### src/rtl/rr_mux_arbiter.sv
// Round-robin arbiter that shares one mux/datapath among N requesters.
// Grants are registered and may be held for up to MAX_HOLD cycles before rotation.
module rr_mux_arbiter #(
   parameter int N = 4,
   parameter int MAX_HOLD = 4,
   localparam int SELW = $clog2(N)
) (
   input  logic            clk,
   input  logic            rst_n,
   input  logic [N-1:0]    req,
   output logic [N-1:0]    grant,
   output logic [SELW-1:0] sel,
   output logic            en,
   output logic            gnt_new
);

   localparam int HW = $clog2(MAX_HOLD) + 1;
   localparam logic [HW-1:0] HOLD_LAST = HW'(MAX_HOLD - 1);

   typedef enum logic {IDLE, GRANT} state_t;

   state_t          state, state_nxt;
   logic [SELW-1:0] last, last_nxt, sel_nxt, win, idx;
   logic [HW-1:0]   hold_cnt, hold_nxt;
   logic            new_nxt;

   // Searching downward leaves the nearest requester after 'last' as the winner.
   // The owner itself is the final candidate, so a lone holder is re-granted.
   always_comb begin
      win = last;
      idx = '0;
      for (int unsigned k = N; k > 0; k--) begin
         idx = SELW'((32'(last) + k) % N);
         if (req[idx]) win = idx;
      end
   end

   always_ff @(posedge clk or negedge rst_n) begin
      if (!rst_n) begin
         state    <= IDLE;
         sel      <= '0;
         last     <= SELW'(N - 1);
         hold_cnt <= '0;
         gnt_new  <= 1'b0;
      end else begin
         state    <= state_nxt;
         sel      <= sel_nxt;
         last     <= last_nxt;
         hold_cnt <= hold_nxt;
         gnt_new  <= new_nxt;
      end
   end

   always_comb begin
      state_nxt = state;
      sel_nxt   = sel;
      last_nxt  = last;
      hold_nxt  = hold_cnt;
      new_nxt   = 1'b0;
      case (state)
         IDLE: begin
            if (|req) begin
               state_nxt = GRANT;
               sel_nxt   = win;
               last_nxt  = win;
               hold_nxt  = '0;
               new_nxt   = 1'b1;
            end
         end
         GRANT: begin
            if (req[sel] && hold_cnt != HOLD_LAST) begin
               hold_nxt = hold_cnt + HW'(1);
            end else if (|req) begin
               sel_nxt  = win;
               last_nxt = win;
               hold_nxt = '0;
               new_nxt  = 1'b1;
            end else begin
               state_nxt = IDLE;
               hold_nxt  = '0;
            end
         end
         default: state_nxt = IDLE;
      endcase
   end

   always_comb begin
      grant = '0;
      en    = (state == GRANT);
      if (en) grant[sel] = 1'b1;
   end

   a_onehot: assert property (@(posedge clk) disable iff (!rst_n) $onehot0(grant));
   a_en:     assert property (@(posedge clk) disable iff (!rst_n) en == (|grant));
   a_hold:   assert property (@(posedge clk) disable iff (!rst_n) hold_cnt <= HOLD_LAST);

endmodule

### config.mk
export PLATFORM = sky130hd
export DESIGN_NAME = rr_mux_arbiter
export DESIGN_NICKNAME = d
export VERILOG_FILES = /design/src/rtl/rr_mux_arbiter.sv
export SDC_FILE = /design/constraint.sdc
export NUM_CORES = 1
export LEC_CHECK = 0
export ABC_AREA = 1
export CAP_MARGIN = 30
export CORE_MARGIN = 2
export CORE_UTILIZATION = 43
export DETAILED_ROUTE_END_ITERATION = 8
export PLACE_DENSITY = 0.72
export SYNTH_ARGS = -nofsm -noshare
export SYNTH_HDL_FRONTEND = slang
export SYNTH_SLANG_ARGS = --single-unit
### constraint.sdc
create_clock -name clk -period 1.49 [get_ports clk]
set_clock_uncertainty 0.2 [all_clocks]
set_input_delay 0.298 -clock clk [delete_from_list [all_inputs] [get_ports clk]]
set_output_delay 0.298 -clock clk [all_outputs]
set_load 0.02 [all_outputs]
==> impl_metrics.py <==
metrics = {
    "routing": {
        "vias": 748,
        "antenna_left": 0,
        "drc": 0,
        "routed_via_density": 5.34,
        "dr.pass1.iters": 4,
        "post_drt_wl_per_cell_um": 15.1,
        "drt_iter0_markers": 11,
        "drt-total-wl_mm": 2.11,
    },
    "sta": {
        "setup_viol_count_final": 13,
        "fmax_ghz": 0.605,
        "setup_ws_ps": -163,
        "report.final.slew_viol_count": 0,
        "tightest_slew_ps": 391,
        "rsz0062_at_grt": "true",
        "post-route-period-util_pct": 111,
        "period_needed_ps": 1650,
        "hold_viol": 0,
        "slew_headroom_pct": 73.8,
    },
    "global_route": {
        "grt_max_degree": 10,
        "overflow": 0,
        "antenna_found_initial": 0,
        "use_met1_pct": 23.9,
        "grt_usage_pct": 18.8,
        "grt_use_met3_pct": 3.02,
        "use_met2_pct": 30.5,
        "busiest_layer": "met2",
        "grt_pass1_vias": 631,
        "grt_pass1_wl_mm": 2.55,
    },
    "cts": {
        "clkSlewWorstSetupHoldPaths_ps": 60,
        "cts_tree": "built",
        "cts.sinks": 9,
        "htreeDepth": 1,
        "cts_buffers": 3,
        "clk_root_buffer_cell": "clkbuf_4",
        "clk_latency_ps": 260,
        "clockBufferDepth": 2,
    },
    "cells_and_area": {
        "regArea_um2": 230,
        "fin_nets": 134,
        "drive_gt1_share_pct": 59.2,
        "syn2layout_area_growth_pct": 73.5,
        "multi_input_area_um2": 434,
        "mostFrequentLayoutCells": "nand2_1, nand2_2, buf_6, buf_4, nand3_2",
        "mostFrequentLayoutCell": "nand2_1",
        "nFillCells": 77,
        "diodes": 0,
    },
    "outcome": {
        "status": "complete, but fails checks",
        "violations": "setup timing",
    },
    "critical_path": {
        "path_buf_inv": 4,
        "cpPeakStageDelay_ps": 440,
        "path_cells": "buf_6 -> inv_6 -> buf_6 -> nand3_2 -> nand4_1 -> nand2_2 -> nand2_4 -> inv_4 -> nand3_2 -> nand2_1",
        "arrival_ps": 1610,
        "cp_top_family": "simple AND/OR/NAND/NOR gates",
        "worstPathMaxFanout": 5,
        "crit_type": "register to register",
        "slowest_stage": "dfrtp_2",
        "endpoint_kind": "register",
        "r2r-start": "sel[1]$_DFFE_PN0P_",
        "worstPathRequired_ps": 1440,
        "r2r-end": "sel[0]$_DFFE_PN0P_",
        "reg2reg_depth": 10,
        "cp-start-kind": "register",
        "reg2reg_slack_ps": -160,
    },
    "synth": {
        "netlist_area_um2": 632,
        "synth_nets": 99,
        "yosys_warnings": 0,
        "synth-seq-cells": 9,
        "seq_area_frac_synth_pct": 36.0,
        "synth_cell_types": 21,
        "synthCells": 91,
        "synth.avg_cell_area_um2": 6.94,
    },
    "floorplan": {
        "die_w_um": 42.3,
        "core_area_um2": 1330,
        "rows": 13,
        "start_util_pct": 47.4,
        "design.die.area_um2": 1790,
        "ioPinCount": 14,
        "die_y_um": 42.3,
    },
    "run": {
        "max-cap-violations": 0,
    },
    "pwr": {
        "power_uw": 2710,
        "p_int_uw": 1420,
        "combPwrFrac_pct": 74.3,
        "clockPowerShare_pct": 6.9,
        "p_switching_uw": 1290,
        "switching_share_pct": 47.7,
        "seqPwrFrac_pct": 18.8,
        "ir_drop_mv": 1.49,
        "p_per_area_nw_per_um2": 2470,
        "p_leak_uw": 0.000557,
    },
    "placement": {
        "gp_congestion": 0.771,
        "dp_hpwl_mm": 1.13,
        "port_buffers": 13,
        "place_ws_ps": -367,
    },
    "worst_hold_path": {
        "worstHoldPathType": "input pin to async pin",
    },
}
## cell families (layout without fill, tap and decap cells)
group / count (synthesis) / count (layout) / synth area share, %
compound gates: 5 / 5 / 4.75
fa+ha+maj: 2 / 2 / 3.96
buf+inv: 17 / 51 / 11.1
flops: 9 / 9 / 36.0
simple gates: 58 / 58 / 44.2
## cells in the mapped netlist, drive strengths merged
cell type | number | area share (%)
nand3 | 11 | 9.5
o22ai | 1 | 0.99
dfrtp | 7 | 28
inv | 16 | 9.9
dfstp | 2 | 8.3
nor2 | 3 | 1.8
o21ai | 3 | 3.0
nand4 | 1 | 0.99
a21oi | 1 | 0.79
ha | 2 | 4.0
nor4 | 1 | 3.4
buf | 1 | 1.2
nor3 | 4 | 3.2
nand2 | 38 | 25
## worst max-delay path by stage
stage | to | startpoint | slack (ps) | cells after the start
4_1_cts | grant[2] | sel[1]$_DFFE_PN0P_ | -160 | 4
3_5_place_dp | sel[0]$_DFFE_PN0P_ | req[3] | -370 | 10
2_1_floorplan | grant[1] | en$_DFF_PN0_ | -100 | 2
5_1_grt | sel[0]$_DFFE_PN0P_ | sel[1]$_DFFE_PN0P_ | -250 | 10
3_3_place_gp | sel[1]$_DFFE_PN0P_ | req[0] | -330 | 7
6_report | sel[0]$_DFFE_PN0P_ | sel[1]$_DFFE_PN0P_ | -160 | 10
## through the flow
| stage | utilization, % | instance area [um2] | std cells | setup TNS, ps | hold WS (ps) |
|---|---|---|---|---|---|
| after floorplan | - | 637 | 91 | -251 | -198 |
| after global placement | 64.4 | 858 | 127 | -3460 | 303 |
| after detailed placement | 64.4 | 858 | 127 | -3810 | 302 |
| after CTS | 68.5 | 913 | 136 | -790 | 136 |
| after global routing | 82.2 | 1100 | 140 | -2270 | 161 |
| final | 82.2 | 1100 | 140 | -1420 | 125 |
## worst register-to-register path, delay by kind of cell (launching register included)
family,cells,cell delay (ps)
flip-flops,1,440
buffers and inverters,4,350
AND/OR/NAND/NOR,6,540
## cell type report
class,count,area share [%]
repair buffers,31,28.7
multi-input cells,65,39.6
well taps,15,1.71
clock buffers,4,2.40
inverters,16,6.62
flip-flops and latches,9,21.0
## power groups by stage
stage                     clock [uW]  combinational (uW)  sequential, uW
after floorplan                    0                 797             512
after global placement             0                1330             468
after detailed placement           0                1350             470
after CTS                        192                1440             467
after global routing             205                2170             521
final                            187                2010             509
## registers in the layout, summed over array words and instances (netlist names)
signal / cells
hold_cnt: 3
last: 2
sel: 2
en: 1
gnt_new: 1
## timing repair
action                     4_1_cts  5_1_grt
gates cloned                     0        1
pin swaps                        4        9
resized for setup               43       40
setup endpoints to repair       13       15
hold buffers                     0        0
buffers inserted                 5        3
## metal layers
| metal | vias up | wire (um) |
|---|---|---|
| li1 | 358 | - |
| met1 | 353 | 883 |
| met2 | 28 | 1060 |
| met3 | 9 | 85 |
| met4 | 0 | 78 |
| met5 | - | 0 |
Note: power is estimated with default switching activity, not from simulation.
